### src/rtl/core_pkg.sv
// Shared encodings for the multi-cycle RV64I core.
// Holds the state codes, opcode constants, ALU-op codes and datapath
// mux-select encodings used by the control FSM, datapath and ALU decoder.
package core_pkg;

  // FSM state codes (legacy-compatible plain constants)
  typedef logic [4:0] state_t;

  localparam state_t S_IDLE     = 5'd0;
  localparam state_t S_FETCH    = 5'd1;
  localparam state_t S_DECODE   = 5'd2;
  localparam state_t S_MEMADDR  = 5'd3;
  localparam state_t S_MEMREAD  = 5'd4;
  localparam state_t S_MEMWB    = 5'd5;
  localparam state_t S_MEMWRITE = 5'd6;
  localparam state_t S_EXECR    = 5'd7;
  localparam state_t S_EXECI    = 5'd8;
  localparam state_t S_EXECRW   = 5'd9;
  localparam state_t S_EXECIW   = 5'd10;
  localparam state_t S_ALUWB    = 5'd11;
  localparam state_t S_BRANCH   = 5'd12;
  localparam state_t S_JALR     = 5'd13;
  localparam state_t S_JAL      = 5'd14;
  localparam state_t S_LUI      = 5'd15;
  localparam state_t S_AUIPC    = 5'd16;

  // Major opcodes (instr[6:0])
  localparam logic [6:0] OP_LOAD   = 7'b0000011;
  localparam logic [6:0] OP_STORE  = 7'b0100011;
  localparam logic [6:0] OP_R      = 7'b0110011;
  localparam logic [6:0] OP_I      = 7'b0010011;
  localparam logic [6:0] OP_RW     = 7'b0111011;
  localparam logic [6:0] OP_IW     = 7'b0011011;
  localparam logic [6:0] OP_BRANCH = 7'b1100011;
  localparam logic [6:0] OP_JAL    = 7'b1101111;
  localparam logic [6:0] OP_JALR   = 7'b1100111;
  localparam logic [6:0] OP_LUI    = 7'b0110111;
  localparam logic [6:0] OP_AUIPC  = 7'b0010111;

  // ALU-op codes handed to the ALU decoder
  localparam logic [1:0] ALU_ADD  = 2'b00;
  localparam logic [1:0] ALU_SUB  = 2'b01;
  localparam logic [1:0] ALU_DEC  = 2'b10;  // decode funct3/funct7 (I/R)
  localparam logic [1:0] ALU_DECW = 2'b11;  // decode, 32-bit W variants

  // ALU operand A select
  localparam logic [1:0] SRC_A_PC    = 2'b00;
  localparam logic [1:0] SRC_A_OLDPC = 2'b01;
  localparam logic [1:0] SRC_A_RS1   = 2'b10;
  localparam logic [1:0] SRC_A_ZERO  = 2'b11;

  // ALU operand B select
  localparam logic [1:0] SRC_B_RS2  = 2'b00;
  localparam logic [1:0] SRC_B_IMM  = 2'b01;
  localparam logic [1:0] SRC_B_FOUR = 2'b10;

  // Result bus select
  localparam logic [1:0] RES_ALUOUT = 2'b00;
  localparam logic [1:0] RES_RDATA  = 2'b01;
  localparam logic [1:0] RES_ALU    = 2'b10;

endpackage

### src/rtl/main_fsm.sv
// Multi-cycle control FSM for the RV64I core: sequences ALU, regfile and memory.
// Latency: 3..5 cycles per instruction with zero-wait memory (+1 per wait cycle).
// Backpressure: holds o_mem_req and its selects stable until i_mem_ready.
//
// Ports:
//   clk, arstn        core clock / async active-low reset
//   i_op              opcode field of the instruction register
//   i_mem_ready       memory completed the current access this cycle
//   o_mem_req/_write  memory request and store qualifier
//   o_addr_src        memory address: 0 = PC, 1 = ALU-out register
//   o_instr_write     IR load enable
//   o_pc_update       unconditional PC write
//   o_branch          conditional PC write (qualified by the datapath compare)
//   o_reg_write       register file write enable
//   o_alu_op          ALU-op code for the ALU decoder
//   o_alu_src_a/_b    ALU operand selects
//   o_result_src      result bus select
//   o_illegal_instr   one-cycle pulse on an unknown opcode in DECODE
module main_fsm
  import core_pkg::*;
(
  input  logic       clk,
  input  logic       arstn,
  input  logic [6:0] i_op,
  input  logic       i_mem_ready,
  output logic       o_mem_req,
  output logic       o_mem_write,
  output logic       o_addr_src,
  output logic       o_instr_write,
  output logic       o_pc_update,
  output logic       o_branch,
  output logic       o_reg_write,
  output logic [1:0] o_alu_op,
  output logic [1:0] o_alu_src_a,
  output logic [1:0] o_alu_src_b,
  output logic [1:0] o_result_src,
  output logic       o_illegal_instr
);

  state_t state;
  state_t state_nxt;

  always_ff @(posedge clk or negedge arstn) begin
    if (!arstn) begin
      state <= S_IDLE;
    end else begin
      state <= state_nxt;
    end
  end

  // Next state and output decode. Outputs depend only on the state, except
  // the FETCH commit (gated by i_mem_ready) and o_illegal_instr in DECODE.
  always_comb begin
    state_nxt       = state;
    o_mem_req       = 1'b0;
    o_mem_write     = 1'b0;
    o_addr_src      = 1'b0;
    o_instr_write   = 1'b0;
    o_pc_update     = 1'b0;
    o_branch        = 1'b0;
    o_reg_write     = 1'b0;
    o_alu_op        = ALU_ADD;
    o_alu_src_a     = SRC_A_PC;
    o_alu_src_b     = SRC_B_RS2;
    o_result_src    = RES_ALUOUT;
    o_illegal_instr = 1'b0;

    case (state)
      S_IDLE: begin
        state_nxt = S_FETCH;
      end

      S_FETCH: begin
        o_mem_req  = 1'b1;
        o_addr_src = 1'b0;
        // Commit IR load and PC+4 only in the cycle the fetch completes.
        if (i_mem_ready) begin
          o_instr_write = 1'b1;
          o_pc_update   = 1'b1;
          o_alu_src_a   = SRC_A_PC;
          o_alu_src_b   = SRC_B_FOUR;
          o_result_src  = RES_ALU;
          o_alu_op      = ALU_ADD;
          state_nxt     = S_DECODE;
        end
      end

      S_DECODE: begin
        // old PC + imm lands in ALU-out for BRANCH/JAL to use later
        o_alu_src_a = SRC_A_OLDPC;
        o_alu_src_b = SRC_B_IMM;
        o_alu_op    = ALU_ADD;
        case (i_op)
          OP_LOAD, OP_STORE: state_nxt = S_MEMADDR;
          OP_R:              state_nxt = S_EXECR;
          OP_I:              state_nxt = S_EXECI;
          OP_RW:             state_nxt = S_EXECRW;
          OP_IW:             state_nxt = S_EXECIW;
          OP_BRANCH:         state_nxt = S_BRANCH;
          OP_JAL:            state_nxt = S_JAL;
          OP_JALR:           state_nxt = S_JALR;
          OP_LUI:            state_nxt = S_LUI;
          OP_AUIPC:          state_nxt = S_AUIPC;
          default: begin
            o_illegal_instr = 1'b1;
            state_nxt       = S_FETCH;
          end
        endcase
      end

      S_MEMADDR: begin
        o_alu_src_a = SRC_A_RS1;
        o_alu_src_b = SRC_B_IMM;
        o_alu_op    = ALU_ADD;
        // bit 5 separates STORE (0100011) from LOAD (0000011)
        state_nxt   = i_op[5] ? S_MEMWRITE : S_MEMREAD;
      end

      S_MEMREAD: begin
        o_mem_req  = 1'b1;
        o_addr_src = 1'b1;
        if (i_mem_ready) begin
          state_nxt = S_MEMWB;
        end
      end

      S_MEMWB: begin
        o_result_src = RES_RDATA;
        o_reg_write  = 1'b1;
        state_nxt    = S_FETCH;
      end

      S_MEMWRITE: begin
        o_mem_req   = 1'b1;
        o_mem_write = 1'b1;
        o_addr_src  = 1'b1;
        if (i_mem_ready) begin
          state_nxt = S_FETCH;
        end
      end

      S_EXECR: begin
        o_alu_src_a = SRC_A_RS1;
        o_alu_src_b = SRC_B_RS2;
        o_alu_op    = ALU_DEC;
        state_nxt   = S_ALUWB;
      end

      S_EXECI: begin
        o_alu_src_a = SRC_A_RS1;
        o_alu_src_b = SRC_B_IMM;
        o_alu_op    = ALU_DEC;
        state_nxt   = S_ALUWB;
      end

      S_EXECRW: begin
        o_alu_src_a = SRC_A_RS1;
        o_alu_src_b = SRC_B_RS2;
        o_alu_op    = ALU_DECW;
        state_nxt   = S_ALUWB;
      end

      S_EXECIW: begin
        o_alu_src_a = SRC_A_RS1;
        o_alu_src_b = SRC_B_IMM;
        o_alu_op    = ALU_DECW;
        state_nxt   = S_ALUWB;
      end

      S_LUI: begin
        o_alu_src_a = SRC_A_ZERO;
        o_alu_src_b = SRC_B_IMM;
        o_alu_op    = ALU_ADD;
        state_nxt   = S_ALUWB;
      end

      S_AUIPC: begin
        o_alu_src_a = SRC_A_OLDPC;
        o_alu_src_b = SRC_B_IMM;
        o_alu_op    = ALU_ADD;
        state_nxt   = S_ALUWB;
      end

      S_ALUWB: begin
        o_result_src = RES_ALUOUT;
        o_reg_write  = 1'b1;
        state_nxt    = S_FETCH;
      end

      S_BRANCH: begin
        // compare rs1-rs2; the target was latched into ALU-out in DECODE
        o_alu_src_a  = SRC_A_RS1;
        o_alu_src_b  = SRC_B_RS2;
        o_alu_op     = ALU_SUB;
        o_result_src = RES_ALUOUT;
        o_branch     = 1'b1;
        state_nxt    = S_FETCH;
      end

      S_JALR: begin
        // rs1 + imm overwrites the DECODE target in ALU-out
        o_alu_src_a = SRC_A_RS1;
        o_alu_src_b = SRC_B_IMM;
        o_alu_op    = ALU_ADD;
        state_nxt   = S_JAL;
      end

      S_JAL: begin
        // PC <- ALU-out target while the ALU computes old PC + 4 for ALUWB
        o_alu_src_a  = SRC_A_OLDPC;
        o_alu_src_b  = SRC_B_FOUR;
        o_alu_op     = ALU_ADD;
        o_result_src = RES_ALUOUT;
        o_pc_update  = 1'b1;
        state_nxt    = S_ALUWB;
      end

      default: begin
        state_nxt = S_IDLE;
      end
    endcase
  end

endmodule

### config.mk
export PLATFORM = sky130hd
export DESIGN_NAME = main_fsm
export DESIGN_NICKNAME = d
export VERILOG_FILES = /design/src/rtl/core_pkg.sv /design/src/rtl/main_fsm.sv
export SDC_FILE = /design/constraint.sdc
export NUM_CORES = 1
export LEC_CHECK = 0
export CORE_UTILIZATION = 55
export CTS_BUF_LIST = sky130_fd_sc_hd__clkbuf_4 sky130_fd_sc_hd__clkbuf_8
export CTS_CLUSTER_SIZE = 30
export DETAILED_ROUTE_END_ITERATION = 6
export DONT_BUFFER_PORTS = 1
export GPL_TIMING_DRIVEN = 0
export PLACE_DENSITY = 0.7
export RECOVER_POWER = 100
export SYNTH_ARGS = -nofsm -noshare
export SYNTH_HDL_FRONTEND = slang
export SYNTH_SLANG_ARGS = --single-unit
export TNS_END_PERCENT = 20
### constraint.sdc
create_clock -name clk -period 1.8 [get_ports clk]
set_input_delay 0.18 -clock clk [delete_from_list [all_inputs] [get_ports clk]]
set_output_delay 0.18 -clock clk [all_outputs]
set_load 0.02 [all_outputs]
Word level (Yosys, flattened, before mapping). Cells that the tools add are included.

Output and inout port bits: 16. Logic and storage cells: 66. Input bits: 10. Register bits: 5.

Multiplexer cells: 21. Reduce and logical (&&, ||, !) cells: 14. Equal/unequal tests: 30.

Operators by type and width (number): $pmux W5 S10 (1); $eq A5 B4 Y1 const B (8); $pmux W5 S8 (1); $eq A7 B6 Y1 const B (4); $eq A7 B5 Y1 const B (3); $eq A7 B7 Y1 const B (3); $reduce_or A7 Y1 (3); $eq A5 B3 Y1 const B (4); $pmux W2 S3 (3); $mux W5 (3); $reduce_or A11 Y1 (1); $eq A5 B2 Y1 const B (2); $reduce_or A2 Y1 (5); $mux W1 (9); $eq A7 B2 Y1 const B (1); $ne A2 B2 Y1 const B (3); $reduce_or A3 Y1 (2); $eq A5 B1 Y1 const B (1); $eq A5 B5 Y1 const B (1); $logic_not A5 Y1 (1); $mux W2 (2); $pmux W2 S2 (1); $reduce_or A4 Y1 (1); $reduce_and A3 Y1 (1); $pmux W1 S2 (1).

Depth between registers and ports, before layout.
Depth after elaboration: 4. Depth in mapped cells: 6. Gate-level depth less buffers: 4.

Least setup slack after synthesis. Ideal clock, no wire load.

Path type: reg-to-output. From: register state[4]. To: output o_result_src[1]. Data arrival time: 1.597 ns. Slack: 0.023 ns. Buffers on the path: 3. Stages on the path, launching flop included: 5. Path through: dfrtp_1 > buf_2 > buf_1 > nor3_1 > buf_4.

Longest elaborated chain between the ends: 2.

RTL lines: start: declaration (line main_fsm.sv:40) `state_t state;`; start signal: assignment (line main_fsm.sv:47) `state <= state_nxt;`; $eq A5 B3 Y1 / $eq A5 B1 Y1 (equally long branches) (line main_fsm.sv:68) `case (state)`; $pmux W2 S2 * (line main_fsm.sv:68); end: declaration (line main_fsm.sv:36) `output logic [1:0] o_result_src,`.

Mark *: on every way between the ends. The rest lies on a longest branch, timed or not.

Worst setup path after layout.
From: register state[3]. To: output o_alu_src_b[0].

Longest elaborated chain between the ends: 3.

RTL lines: $eq A5 B2 Y1, or another cell as far along (line main_fsm.sv:68); $reduce_or A7 Y1 (no source line); $pmux W2 S3 * (line main_fsm.sv:68); end: declaration (line main_fsm.sv:35) `output logic [1:0] o_alu_src_b,`.

Marks and branches as above.

==> out/results.ini <==
[run_status]
status = finished with violations
failed_checks = setup timing

[detailed_routing]
drc = 0
drt_first_pass_iters = 4
postRouteAntennaNets = 0
detail_route.vias_per_cell = 6.58
dr_total_vias = 954
detail_route.wl_per_cell_microns = 15.7
detail_route.iter0.violations = 48
postRouteWirelength_mm = 2.27

[floorplan]
fp.coreArea_sq_mm = 0.00151
chipWidth_microns = 42.1
die_height_microns = 42.1
floorplan.rows = 14
design.portCount = 26
die_area_sq_mm = 0.00177
initial_core_utilization = 0.586

[sta]
worst-slew-pin-transition_ns = 0.535
postLayoutSetupSlackWorst_ns = -0.0669
fraction_of_the_cycle_the_final_worst_path_needs = 1.04
worst_slew_margin_rel = 0.641
skew_ns = 0.00136
setup_viol = 3
drv_slew = 0
timing.final.crit_period_ns = 1.87
fmax_ghz = 0.536
rsz0062_at_grt = true
timing.final.hold_violations = 0

[synthesis]
synth-edff-count = 0
synth_area_per_cell_sq_um = 7.12
synthArstFlopShare = 1.00
syn-num-nets = 134
post_synth_instance_area_sq_um = 883
synth_cells = 124
ys_ff_latch = 5
synth-seq-area-share = 0.142
netlist-cell-type-count = 50
yosysWarningCount = 0
synth_flop_cell = sky130_fd_sc_hd__dfrtp_1

[pwr]
power-per-cell-area_mw_per_mm2 = 1500
leakagePower_nw = 0.395
power.ir.vdd_worst_uv = 841

[cells_and_area]
post_layout_instance_count_excluding_filler_cells = 145
final.fill_count = 144
max_flop_register = state
antenna_cells_inserted = 0
largest_register_ff_count = 5
final_layout_size_suffix_gt1_frac = 0.271
synthToLayoutAreaGrowth_pct = 15.0
biggestRegsByFlops = state (5)
final_nets = 140

[worst_setup_path]
setup.reg_to_reg.worst_slack_ns = 0.13
worst_setup_path_end_kind = output pin
crit_fanout = 10
worstSetupStartpointType = flip-flop
cp_required_ns = 1.62
setup.worst_path.class = reg2out
worstPathArrival_ns = 1.69

[placed_design]
place_ws_ns = -0.156
gp_congestion = 0.859
place.detailed.hpwl_mm = 1.65
number_of_buffers_added_on_ports = 0
numPlacedInstances = 140

[global_route]
grt_use_met3 = 0.0345
met1_track_utilization_from_global_routing = 0.420
grt_max_degree = 11
globalRouteMet2Util = 0.403
grt.busiest_layer = met1
overflow = 0
grt_pass1_vias = 826
grt_pass1_wl_mm = 3.78
antenna_violations_before_repair = 0
grt.total_usage = 0.268

[worst_hold_path]
worst_hold_path_type = in2reg

[clock_tree]
clk_latency_ns = 0.23
cts_setup_buffers = 0
cts_inserted_buffers = 3
cts_tree = done
numClockSinks = 5
root_buffer = sky130_fd_sc_hd__clkbuf_4
cts-htree-levels = 1
cts_buffer_depth = 2
cts.reportedPaths.clkPinSlew_ns = 0.04

[run]
max-cap-violations = 0

-- synthesized netlist by cell type, types with 2 or more instances --
| cell type | instances | area [sq um] |
|---|---|---|
| sky130_fd_sc_hd__o21a_1 | 2 | 15.0 |
| sky130_fd_sc_hd__nor4_1 | 3 | 18.8 |
| sky130_fd_sc_hd__nand2_1 | 7 | 26.3 |
| sky130_fd_sc_hd__and4_1 | 2 | 17.5 |
| sky130_fd_sc_hd__o21ai_1 | 6 | 30.0 |
| sky130_fd_sc_hd__nand3_1 | 5 | 25.0 |
| sky130_fd_sc_hd__buf_4 | 2 | 15.0 |
| sky130_fd_sc_hd__buf_6 | 2 | 22.5 |
| sky130_fd_sc_hd__nor2_1 | 8 | 30.0 |
| sky130_fd_sc_hd__buf_2 | 7 | 35.0 |
| sky130_fd_sc_hd__dfrtp_1 | 5 | 125 |
| sky130_fd_sc_hd__nor3_1 | 6 | 30.0 |
| sky130_fd_sc_hd__o32ai_1 | 2 | 17.5 |
| sky130_fd_sc_hd__a21o_1 | 2 | 15.0 |
| sky130_fd_sc_hd__or3_1 | 3 | 18.8 |
| sky130_fd_sc_hd__inv_1 | 2 | 7.51 |
| sky130_fd_sc_hd__o22ai_1 | 2 | 12.5 |
| sky130_fd_sc_hd__and2_1 | 3 | 18.8 |
| sky130_fd_sc_hd__inv_2 | 2 | 7.51 |
| sky130_fd_sc_hd__nand2b_1 | 9 | 56.3 |
| sky130_fd_sc_hd__o21ai_0 | 8 | 40.0 |
| sky130_fd_sc_hd__and2b_1 | 3 | 22.5 |
| sky130_fd_sc_hd__a21oi_1 | 4 | 20.0 |
| sky130_fd_sc_hd__nor2b_1 | 3 | 18.8 |
-- cells in the final DEF, fill, tap and decap left out, types with 3 or more instances in the layout --
cell / Yosys / routed
sky130_fd_sc_hd__clkbuf_4: 0 / 6
sky130_fd_sc_hd__dfrtp_1: 5 / 5
sky130_fd_sc_hd__nand2b_1: 9 / 9
sky130_fd_sc_hd__and2b_1: 3 / 3
sky130_fd_sc_hd__nor2_2: 1 / 3
sky130_fd_sc_hd__a21oi_1: 4 / 4
sky130_fd_sc_hd__nand3_1: 5 / 5
sky130_fd_sc_hd__buf_4: 2 / 5
sky130_fd_sc_hd__nor2_1: 8 / 4
sky130_fd_sc_hd__or3_1: 3 / 3
sky130_fd_sc_hd__o21ai_0: 8 / 8
sky130_fd_sc_hd__nand2_1: 7 / 7
sky130_fd_sc_hd__and2_1: 3 / 3
sky130_fd_sc_hd__o21ai_1: 6 / 6
sky130_fd_sc_hd__nor2b_1: 3 / 3
sky130_fd_sc_hd__nor3_2: 0 / 3
-- area by class of cell --
type | count | area [sq um] | area share
Multi-Input combinational cell | 103 | 726 | 0.714
Sequential cell | 5 | 125 | 0.123
Buffer | 12 | 90.1 | 0.0887
Clock buffer | 4 | 30.0 | 0.0296
Tap cell | 16 | 20.0 | 0.0197
Inverter | 4 | 15.0 | 0.0148
Timing Repair Buffer | 1 | 10.0 | 0.00985
-- per-layer routing --
metal	wire [microns]	share of wire
met1	1080	0.48
met2	1080	0.47
met5	0	0
met3	117	0.051
met4	0	0
-- final timing paths --
path / endpoint / cells after the start / from
hold / removal: state[1] / 2 / i_mem_ready
setup / recovery: o_alu_src_b[0] / 4 / state[3]
min in group asynchronous: state[4] / 1 / arstn
hold reg to reg: state[3] / 3 / state[3]
max in group asynchronous: state[3] / 1 / arstn
setup reg to reg: state[0] / 4 / state[4]
-- worst max-delay path, cell delays in order, from the launching register on --
cell and delay (ns):
sky130_fd_sc_hd__dfrtp_1 0.37, sky130_fd_sc_hd__buf_4 0.18, sky130_fd_sc_hd__or3b_1 0.39, sky130_fd_sc_hd__a21boi_1 0.15, sky130_fd_sc_hd__o21ai_1 0.36
-- where the power goes --
| group | leakage, nW | switching [mW] | internal (mW) | total, mW |
|---|---|---|---|---|
| clock network | 0.0184 | 0.0414 | 0.0985 | 0.140 |
| logic | 0.313 | 0.773 | 0.433 | 1.21 |
| registers | 0.0638 | 0.0199 | 0.154 | 0.174 |
-- per-stage QoR --
stage	area (sq um)	util	power, mW	TNS (ns)	hold WS, ns
after floorplan	883	-	1.11	0	-0.116
after global placement	903	0.600	1.27	-0.143	-0.115
after detailed placement	903	0.600	1.28	-0.156	-0.115
after CTS	971	0.645	1.46	-0.459	0.178
after global routing	1020	0.674	1.63	-0.467	0.210
final	1020	0.674	1.52	-0.136	0.193
-- what timing repair did --
| item | in CTS | in global routing |
|---|---|---|
| pin swaps | 0 | 1 |
| hold endpoints to repair | 5 | 0 |
| hold buffers | 1 | 0 |
| endpoints found under the setup margin | 12 | 14 |
| gates resized for setup | 6 | 20 |
-- cells by family after synthesis --
family	after synthesis	synth area share
AOI/OAI and AO/OA	44	0.360
and+or+nand+nor	58	0.385
DFF	5	0.142
buffers and inverters	16	0.103
xor gates and xnor gates	1	0.00992
No activity file was read; power rests on OpenSTA's default activity.
